**src/rtl/run_controller.sv**
```systemverilog
// Execution sequencer: turns operator buttons and the datapath HALT flag into
// registered step_en/load_en strobes. Optional breakpoint: RUN_CONTROLLER_BREAKPOINT_EN.
module run_controller #(
  parameter int unsigned RUN_DIV = 4,
  parameter int unsigned STEPS_W = 16
`ifdef RUN_CONTROLLER_BREAKPOINT_EN
  ,
  parameter int unsigned BP_W    = 8
`endif
) (
  input  logic               clk,
  input  logic               rst,
  input  logic               NEXT,
  input  logic               RUN,
  input  logic               SPEEDRUN,
  input  logic               STOP,
  input  logic               LOAD,
  input  logic               HALT,
  output logic               step_en,
  output logic               load_en,
  output logic               busy,
  output logic [2:0]         state,
`ifdef RUN_CONTROLLER_BREAKPOINT_EN
  output logic [STEPS_W-1:0] steps,
  input  logic [BP_W-1:0]    pc,
  input  logic [BP_W-1:0]    bp_addr,
  input  logic               bp_valid
`else
  output logic [STEPS_W-1:0] steps
`endif
);

  localparam int unsigned NBTN  = 5;
  localparam int unsigned DIV_W = 16;
  localparam int unsigned B_LOAD  = 0;
  localparam int unsigned B_NEXT  = 1;
  localparam int unsigned B_RUN   = 2;
  localparam int unsigned B_SPEED = 3;
  localparam int unsigned B_STOP  = 4;
  localparam logic [DIV_W-1:0] DIV_LAST = DIV_W'(RUN_DIV - 1);

  typedef enum logic [2:0] {
    S_IDLE   = 3'd0,
    S_STEP   = 3'd1,
    S_RUN    = 3'd2,
    S_SPEED  = 3'd3,
    S_HALTED = 3'd4
  } state_t;

  state_t             r_state, w_nxt_state;
  logic [NBTN-1:0]    r_s1, r_s2, r_s3;
  logic [NBTN-1:0]    w_btn, w_press;
  logic [DIV_W-1:0]   r_div, w_div_nxt;
  logic               r_step_en, r_load_en, r_busy;
  logic               w_step_nxt, w_load_nxt, w_bp_hit;
  logic [STEPS_W-1:0] r_steps;

  assign w_btn   = {STOP, SPEEDRUN, RUN, NEXT, LOAD};
  assign w_press = r_s2 & ~r_s3;

`ifdef RUN_CONTROLLER_BREAKPOINT_EN
  // Compare against the PC the counter will hold next cycle (it advances by one per step_en).
  logic [BP_W-1:0] w_pc_nxt;
  assign w_pc_nxt = pc + BP_W'(r_step_en);
  assign w_bp_hit = bp_valid && (w_pc_nxt == bp_addr);
`else
  assign w_bp_hit = 1'b0;
`endif

  // Button synchronizers and edge-history flops
  always_ff @(posedge clk or negedge rst) begin
    if (!rst) begin
      r_s1 <= '0;
      r_s2 <= '0;
      r_s3 <= '0;
    end else begin
      r_s1 <= w_btn;
      r_s2 <= r_s1;
      r_s3 <= r_s2;
    end
  end

  // Next-state and next-strobe decode
  always_comb begin
    w_nxt_state = r_state;
    w_step_nxt  = 1'b0;
    w_load_nxt  = 1'b0;
    w_div_nxt   = r_div;
    case (r_state)
      S_IDLE: begin
        if (HALT) begin
          w_nxt_state = S_HALTED;
        end else if (w_press[B_LOAD]) begin
          w_load_nxt = 1'b1;
        end else if (w_press[B_NEXT]) begin
          w_nxt_state = S_STEP;
          w_step_nxt  = 1'b1;
        end else if (w_press[B_RUN]) begin
          w_nxt_state = S_RUN;
          w_div_nxt   = '0;
        end else if (w_press[B_SPEED] && !w_bp_hit) begin
          w_nxt_state = S_SPEED;
          w_step_nxt  = 1'b1;
        end
      end
      S_STEP: begin
        w_nxt_state = HALT ? S_HALTED : S_IDLE;
      end
      S_RUN: begin
        if (HALT) begin
          w_nxt_state = S_HALTED;
        end else if (w_press[B_STOP] || w_press[B_NEXT] || w_bp_hit) begin
          w_nxt_state = S_IDLE;
        end else begin
          w_div_nxt  = (r_div == DIV_LAST) ? '0 : r_div + DIV_W'(1);
          w_step_nxt = (w_div_nxt == DIV_LAST);
        end
      end
      S_SPEED: begin
        if (HALT) begin
          w_nxt_state = S_HALTED;
        end else if (w_press[B_STOP] || w_press[B_NEXT] || w_bp_hit) begin
          w_nxt_state = S_IDLE;
        end else begin
          w_step_nxt = 1'b1;
        end
      end
      S_HALTED: begin
        if (w_press[B_LOAD]) begin
          w_nxt_state = S_IDLE;
          w_load_nxt  = 1'b1;
        end
      end
      default: w_nxt_state = S_IDLE;
    endcase
  end

  // State, divider and registered outputs
  always_ff @(posedge clk or negedge rst) begin
    if (!rst) begin
      r_state   <= S_IDLE;
      r_div     <= '0;
      r_step_en <= 1'b0;
      r_load_en <= 1'b0;
      r_busy    <= 1'b0;
    end else begin
      r_state   <= w_nxt_state;
      r_div     <= w_div_nxt;
      r_step_en <= w_step_nxt;
      r_load_en <= w_load_nxt;
      r_busy    <= (w_nxt_state == S_RUN) || (w_nxt_state == S_SPEED);
    end
  end

  // Executed-step count: cleared by a load, saturating otherwise
  always_ff @(posedge clk or negedge rst) begin
    if (!rst) begin
      r_steps <= '0;
    end else if (r_load_en) begin
      r_steps <= '0;
    end else if (r_step_en && (r_steps != '1)) begin
      r_steps <= r_steps + STEPS_W'(1);
    end
  end

  assign step_en = r_step_en;
  assign load_en = r_load_en;
  assign busy    = r_busy;
  assign state   = r_state;
  assign steps   = r_steps;

endmodule
```
**config.mk**
```make
export PLATFORM = sky130hd
export DESIGN_NAME = run_controller
export DESIGN_NICKNAME = d
export VERILOG_FILES = /design/src/rtl/run_controller.sv
export SDC_FILE = /design/constraint.sdc
export NUM_CORES = 1
export LEC_CHECK = 0
export CORE_UTILIZATION = 59
export DETAILED_ROUTE_END_ITERATION = 8
export PLACE_DENSITY = 0.94
export SLEW_MARGIN = 20
export SYNTH_ARGS = -nofsm -noshare
export SYNTH_HDL_FRONTEND = slang
export SYNTH_SLANG_ARGS = --single-unit
```
**constraint.sdc**
```tcl
create_clock -name clk -period 2.97 [get_ports clk]
set_clock_uncertainty 0.05 [all_clocks]
set_input_delay 0.594 -clock clk [delete_from_list [all_inputs] [get_ports clk]]
set_output_delay 0.594 -clock clk [all_outputs]
set_load 0.02 [all_outputs]
```
### After elaboration in Yosys (flattened, before gate mapping)

Cells that the tools add are included.

* bits in registers: 53
* input bits: 8
* output and inout port bits: 22
* logic and storage cells: 69

* $add $sub $neg: 2
* equality and inequality tests: 15
* muxes and demuxes: 33
* bitwise operators: 2
* reduce and logical (&&, ||, !) cells: 8

Operators with widths (number)
* 16-bit 2-to-1 mux: 9
* 16-bit by 1-bit adder with 16-bit output (second input constant): 2
* 16-bit by 2-bit equality test with 1-bit output (second input constant): 2
* 16-bit case mux with 2 select lines: 1
* 3-bit 2-to-1 mux: 9
* 16-bit != test (second input constant): 1
* 3-bit by 2-bit equality test with 1-bit output (second input constant): 4
* 2-bit != test (second input constant): 6
* 3-bit case mux with 4 select lines: 1
* 1-bit 2-to-1 mux: 11
* 7-bit AND reduction: 1
* 5-bit bitwise AND: 1
* 5-bit NOT: 1
* 2-bit nonzero test: 2
* 3-bit by 1-bit equality test with 1-bit output (second input constant): 1
* 3-bit equality test (second input constant): 1
* 3-bit logical NOT: 1
* 1-bit case mux with 3 select lines: 1
* 1-bit logical OR: 2
* 1-bit case mux with 2 select lines: 1
* 2-bit OR reduction: 1
* 1-bit logical AND: 1

### Logic depth before layout (Yosys ltp)

Gate-level depths: netlist of run 1.

* depth after elaboration: 10
* mapped depth: 7
* mapped depth without buffers: 7

### Worst setup path after synthesis of run 1

Ideal clock, no wire load.

* path kind: reg2reg
* start point: register r_div[0]
* end point: register r_step_en, in the netlist step_en
* library setup time: 0.125 ns
* arrival: 1.787 ns
* required time: 2.795 ns
* setup slack: 1.008 ns
* stages on the path, launching flop included: 8
* buffers on the path: 0
* period minus slack after synthesis: 1.962 ns
* cell sequence: dfrtp_1 > ha_1 > nand3_1 > nor4_4 > nand3_2 > and3_1 > o2111ai_1 > a2bb2oi_1

* word-level cells in the longest chain between the ends: 6
* elaborated cells between the ends (all ways): 7
* those cells by class: 1 x add/sub; 2 x eq/ne; 4 x mux

RTL lines
* start: declaration: RTL line 53 `logic [DIV_W-1:0] r_div, w_div_nxt;`
* start signal: assignment: RTL line 148 `r_div <= w_div_nxt;`
* 16-bit by 1-bit adder with 16-bit output / 16-bit by 2-bit equality test with 1-bit output (equally long branches): RTL line 115 `w_div_nxt = (r_div == DIV_LAST) ? '0 : r_div + DIV_W'(1);`
* 16-bit 2-to-1 mux (*): RTL line 115
* 16-bit by 2-bit equality test with 1-bit output (*): RTL line 116 `w_step_nxt = (w_div_nxt == DIV_LAST);`
* 1-bit 2-to-1 mux (*): RTL line 112 `end else if (w_press[B_STOP] || w_press[B_NEXT] || w_bp_hit) begin`
* 1-bit 2-to-1 mux (*): RTL line 110 `if (HALT) begin`
* 1-bit case mux with 3 select lines (*): RTL line 89 `case (r_state)`
* net w_step_nxt: RTL line 55 `logic w_step_nxt, w_load_nxt, w_bp_hit;`
* end signal: assignment: RTL line 149 `r_step_en <= w_step_nxt;`
* end: declaration: RTL line 54 `logic r_step_en, r_load_en, r_busy;`

Mark *: on every way through the listed nets, which the timed path passes. The rest lies on a longest branch.
A chain may end at the register's enable or synchronous reset.

### Final worst setup path of run 1

* start point: register r_load_en, in the netlist load_en
* end point: output load_en

RTL lines
* start: declaration: RTL line 54
* start signal: assignment: RTL line 150 `r_load_en <= w_load_nxt;`
* end: declaration: RTL line 20 `output logic load_en,`

No word-level cell between the ends.

==> run_results.csv, run 1 <==
group,metric,value,unit
outcome,status,"completed",
critical_path,path_cells,"clkdlybuf4s50_1",
critical_path,cp.arrival,1.76,ns
flow_run,cap_violations,0,
cts,clockRootBuffer,"clkbuf_8",
sta,fmax,0.417,GHz
sta,setup_slack,0.571,ns
cts,cts_num_sinks,53,
detailed_routing,first_pass_iters,4,
critical_path,r2r-end,"step_en",
place,dpl.hpwl,3740,um
floorplan,rows,23,
place,port_buffers,29,
global_route,grt_first_pass_wirelength,8990,um
cts,htree_levels,2,
synth,synthSimpleGateAreaFrac,23.9,%
synth,ys_warn_count,0,
critical_path,r2r_start,"r_div[0]",
synth,async_flop_share,100,%
cts,cts_tree,"done",
pwr,irDropWorstVdd,0.501,mV
sta,rsz0062_at_grt,"no",
floorplan,die_width,67.5,um
critical_path,critical_path_class,"flop to primary output",
global_route,grt.overflow.total,0,
synth,muxShareOfSynthArea,0.395,%
synth,netlist_area,2530,um2
critical_path,reg2reg_slack,0.63,ns
sta,maxSlewHeadroom,51.9,%
cts,clock_latency,0.31,ns
cells_and_area,diodes,0,
critical_path,timing.critical_path.buf_inv,1,
min_path,hold_path_class,"input port to async pin",
synth,postSynthCellCount,251,
cts,postCtsHoldBufs,0,
synth,syn_nets,261,
cts,post-cts-setup-buffer-count,0,
critical_path,worstRegToRegCells,7,
floorplan,io_pins,30,
floorplan,die_area,4560,um2
cells_and_area,drive_gt1_share,7.83,%
sta,min_period,2.40,ns
place,place_congestion,0.872,
floorplan,dieHeight,67.5,um
pwr,power,1470,uW
detailed_routing,drc_errors,0,
global_route,track_usage,27.2,%
critical_path,cp_max_fo,17,
sta,setup_viol,0,
cts,cts.clk_slew.worst_paths,0.10,ns
synth,synthFlopType,"dfrtp_1",
detailed_routing,routed_wl,5320,um
place,pre_cts_ws,0.428,ns
detailed_routing,postRouteAntennaNets,0,
cts,numCtsBuffers,5,
detailed_routing,vias_per_cell,6.15,
critical_path,cp_top_family,"flip-flops",
sta,hold_viol_final,0,
detailed_routing,vias,2035,
critical_path,slowest_delay,0.72,ns
detailed_routing,wl_per_cell,16.1,um
synth,synth_edf_count,0,
detailed_routing,drt_iter0_drc,101,
sta,min_period_over_period,80.8,%
critical_path,startpoint_type,"flop",
cells_and_area,fin_nets,290,
synth,avgSynthCellArea,10.1,um2
global_route,grt_pass1_vias,1946,
synth,synth-xor-area-share,7.26,%
synth,ys_ff_latch,53,
synth,yosysSeqAreaShare,52.4,%
cells_and_area,area_growth_syn_to_layout,17.2,%
synth,synth.distinct_cells,47,
synth,synth_adder_area_share,0.988,%
critical_path,critPathSlowestCell,"dfrtp_1",
synth,synth_top_family_by_area,"simple AND/OR/NAND/NOR gates",
critical_path,crit_required,2.33,ns
floorplan,initial_core_util,62.4,%
global_route,grt_max_degree,32,
sta,fin_tns_setup,0,ns
synth,synth-compound-area-share,13.0,%
floorplan,coreArea,4060,um2
pwr,power_density,494,nW/um2
sta,worst_pin_slew,0.722,ns
global_route,antenna_found_initial,0,
critical_path,cp-end-kind,"primary output",
cts,post_cts_resized,0,
sta,finalMaxSlewViolations,0,
pwr,p_leak,0.00127,uW
cts,cts_buffer_depth,2,
metrics by stage:
stage | hold WS, ns | std cells | util [%] | cell area [um2]
2_1_floorplan | 0.248 | 251 | - | 2530
3_3_place_gp | 0.281 | 323 | 70.5 | 2860
3_5_place_dp | 0.285 | 323 | 70.5 | 2860
4_1_cts | 0.270 | 331 | 73.0 | 2960
5_1_grt | 0.298 | 331 | 73.2 | 2970
6_report | 0.243 | 331 | 73.2 | 2970
layer usage:
metal / share of wire [%] / vias to the layer above / track usage [%]
li1: - / 958 / -
met1: 41 / 973 / 32.8
met2: 50 / 93 / 46.8
met3: 6.0 / 11 / 6.25
met4: 2.1 / 0 / 10.9
met5: 0 / - / 0
cell families (layout without fill, tap and decap cells):
| logic type | count (synthesis) | after routing |
|---|---|---|
| DFF | 53 | 53 |
| buffers and inverters | 13 | 43 |
| muxes | 1 | 1 |
| AOI/OAI and AO/OA | 49 | 49 |
| adders and majority gates | 2 | 2 |
| and+or+nand+nor | 112 | 112 |
| xor gates and xnor gates | 21 | 21 |
where the power goes:
part,switching [uW],internal (uW)
logic,114,92.0
clock network,244,192
registers,62.3,763
total,421,1050
worst max path at each step:
stage | startpoint | endpoint | depth (start not counted)
global placement | HALT | step_en | 6
detailed placement | HALT | r_div[3] | 4
floorplan | r_div[0] | step_en | 7
finish | load_en | load_en | 1
global route | r_div[0] | step_en | 7
CTS | load_en | load_en | 1
layout make-up:
type | instances | area (um2)
fillers | 275 | 1090
clock buffers | 6 | 82.6
flip-flops and latches | 53 | 1330
repair buffers | 32 | 308
well taps | 50 | 62.6
multi-input cells | 185 | 1160
clock inverters | 2 | 16.3
inverters | 3 | 11.3
cell usage in the layout, fill, tap and decap left out, types with 4 or more instances in the layout:
cell type	instances
o21ai_1	5
xor2_1	14
nor3_1	9
o21ai_0	18
a21oi_1	5
nand4_1	6
o31ai_1	5
clkdlybuf4s50_1	28
clkbuf_8	6
dfrtp_1	53
nor2b_1	4
nand2_1	18
nand2b_1	5
nor2_1	25
and3_1	12
xnor2_1	7
nand3_1	17
cells in the mapped netlist, types with 2 or more instances:
library cell  number  area (um2)
dfrtp_1           53        1330
nor2_1            25        93.8
nand2_1           18        67.6
o21ai_0           18        90.1
nand3_1           17        85.1
xor2_1            14         123
and3_1            12        75.1
nor3_1             9        45.0
xnor2_1            7        61.3
nand4_1            6        37.5
a21oi_1            5        25.0
clkbuf_1           5        18.8
nand2b_1           5        31.3
o21ai_1            5        25.0
o31ai_1            5        37.5
nor2b_1            4        25.0
and4_1             3        26.3
inv_1              3        11.3
nor4_1             3        18.8
a211oi_1           2        15.0
and2_1             2        12.5
buf_1              2        7.51
buf_2              2        10.0
ha_1               2        25.0
o2111ai_1          2        17.5
flip-flops by register name (all words and copies together), names as in the netlist:
register / cells
busy: 1
steps: 16
load_en: 1
state: 3
r_s1: 5
r_s2: 5
r_s3: 5
step_en: 1
r_div: 16
Power figures use the tool's default switching activity.
==> inputs of run 2 (changes only) <==
--- a/config.mk
+++ b/config.mk
@@ -5,9 +5,9 @@
 export SDC_FILE = /design/constraint.sdc
 export NUM_CORES = 1
 export LEC_CHECK = 0
-export CORE_UTILIZATION = 59
+export CORE_UTILIZATION = 50
 export DETAILED_ROUTE_END_ITERATION = 8
-export PLACE_DENSITY = 0.94
+export PLACE_DENSITY = 0.85
 export SLEW_MARGIN = 20
 export SYNTH_ARGS = -nofsm -noshare
 export SYNTH_HDL_FRONTEND = slang
==> constraint.sdc (replaced) <==
create_clock -name clk -period 2.2 [get_ports clk]
set_clock_uncertainty 0.05 [all_clocks]
set_input_delay 0.44 -clock clk [delete_from_list [all_inputs] [get_ports clk]]
set_output_delay 0.44 -clock clk [all_outputs]
set_load 0.02 [all_outputs]
==> run_results.csv, run 2 (synthesized netlist as in run 1, its figures left out) <==
group,metric,value,unit
detailed_routing,drc_errors,0,
critical_path,critPathSlowestCell,"dfrtp_1",
critical_path,cp_top_family,"simple AND/OR/NAND/NOR gates",
critical_path,slowest_delay,0.43,ns
global_route,busiest_layer,"met2",
floorplan,io_pins,30,
sta,min_period,2.07,ns
critical_path,reg2reg_slack,0.13,ns
detailed_routing,postRouteAntennaNets,0,
cells_and_area,area_growth_syn_to_layout,20.0,%
critical_path,critical_path_class,"flop to flop",
cells_and_area,drive_gt1_share,9.12,%
sta,fmax,0.483,GHz
floorplan,dieHeight,73.2,um
cts,cts_num_sinks,53,
critical_path,timing.critical_path.buf_inv,0,
detailed_routing,first_pass_iters,4,
sta,setup_viol,0,
global_route,grt_max_degree,30,
critical_path,startpoint_type,"flop",
cts,cts_buffer_depth,2,
detailed_routing,wl_per_cell,13.8,um
critical_path,crit_required,2.34,ns
global_route,grt_first_pass_wirelength,8780,um
cts,postCtsHoldBufs,0,
place,place_congestion,0.849,
critical_path,cp.arrival,2.21,ns
outcome,status,"completed",
global_route,grt_pass1_vias,1992,
cts,numCtsBuffers,5,
floorplan,rows,25,
global_route,met1_usage,27.6,%
detailed_routing,vias_per_cell,5.74,
sta,fin_tns_setup,0,ns
place,pre_cts_ws,-0.112,ns
critical_path,path_cells,"ha_1, nand3_1, nor4_4, nand3_2, and3_1, o2111ai_1, a2bb2oi_1",
floorplan,die_width,73.2,um
min_path,hold_path_class,"input port to async pin",
floorplan,coreArea,4790,um2
global_route,track_usage,21.5,%
floorplan,die_area,5350,um2
sta,min_period_over_period,94.1,%
sta,finalMaxSlewViolations,0,
global_route,met2_usage,36.0,%
sta,rsz0062_at_grt,"no",
place,port_buffers,29,
cts,cts_tree,"done",
cts,cts.clk_slew.worst_paths,0.10,ns
critical_path,cp_max_fo,6,
detailed_routing,vias,2022,
pwr,power_density,646,nW/um2
floorplan,initial_core_util,52.9,%
detailed_routing,drt_iter0_drc,73,
place,dpl.hpwl,3500,um
sta,maxSlewHeadroom,57.1,%
cells_and_area,fin_nets,294,
cts,clockRootBuffer,"clkbuf_8",
pwr,p_leak,0.00131,uW
sta,worst_pin_slew,0.644,ns
global_route,antenna_found_initial,0,
cells_and_area,final_common_cell,"dfrtp_1",
flow_run,cap_violations,0,
cts,post-cts-setup-buffer-count,0,
pwr,irDropWorstVdd,0.489,mV
global_route,use_met3,3.87,%
cells_and_area,diodes,0,
sta,setup_slack,0.129,ns
sta,hold_viol_final,0,
detailed_routing,routed_wl,4850,um
cells_and_area,final_cell_mix,"53 x dfrtp_1, 28 x clkdlybuf4s50_1, 25 x nor2_1",
global_route,grt.overflow.total,0,
cts,htree_levels,2,
critical_path,cp-end-kind,"flop",
cts,clock_latency,0.31,ns
## run 2: final timing paths
| path | depth (start not counted) | from | to |
|---|---|---|---|
| max in group asynchronous | 2 | rst | r_div[6] |
| min in group clk | 0 | r_s1[1] | r_s2[1] |
| worst min-delay path | 1 | rst | r_div[12] |
| worst max register to register | 7 | r_div[0] | step_en |
| worst min register to register | 0 | r_s1[1] | r_s2[1] |
| worst max-delay path | 7 | r_div[0] | step_en |
## run 2: timing repair
action	CTS	global route
endpoints found under the setup margin	1	1
pin swaps	0	2
gates resized for setup	1	1
## run 2: per-layer routing
layer,vias up,share of wire [%]
li1,973,-
met1,972,45
met2,65,49
met3,12,4.2
met4,0,2.1
met5,-,0
## run 2: per-stage QoR
step                      total power (uW)  area (um2)  util, %  std cells  hold slack (ns)
after floorplan                       1260        2530        -        251           0.0944
after global placement                1390        2930     61.1        344            0.282
after detailed placement              1410        2930     61.1        344            0.285
after CTS                             1990        3030     63.3        352           0.0767
after global routing                  2080        3040     63.5        352           0.0961
final                                 1960        3040     63.5        352           0.0666
## run 2: cell type report
cell class                 count  area (um2)
sequential                    53        1330
fill                         413        1750
clock inverter                 3        28.8
clock buffer                   5        68.8
multi-input combinational    185        1170
inverter                       3        11.3
timing repair buffer          36         350
tap                           67        83.8
## run 2: where the power goes
| group | internal, uW | switching [uW] |
|---|---|---|
| Sequential | 1030 | 70.4 |
| Combinational | 130 | 162 |
| Clock | 238 | 332 |
| Total | 1400 | 564 |
==> inputs of run 3 (changes only) <==
--- a/config.mk
+++ b/config.mk
@@ -7,6 +7,7 @@
 export LEC_CHECK = 0
 export CORE_UTILIZATION = 50
 export DETAILED_ROUTE_END_ITERATION = 8
+export HOLD_SLACK_MARGIN = 0.02
 export PLACE_DENSITY = 0.85
 export SLEW_MARGIN = 20
 export SYNTH_ARGS = -nofsm -noshare
==> results of run 3 <==
No change in the layout: final DEF, timing and power equal those of run 2.
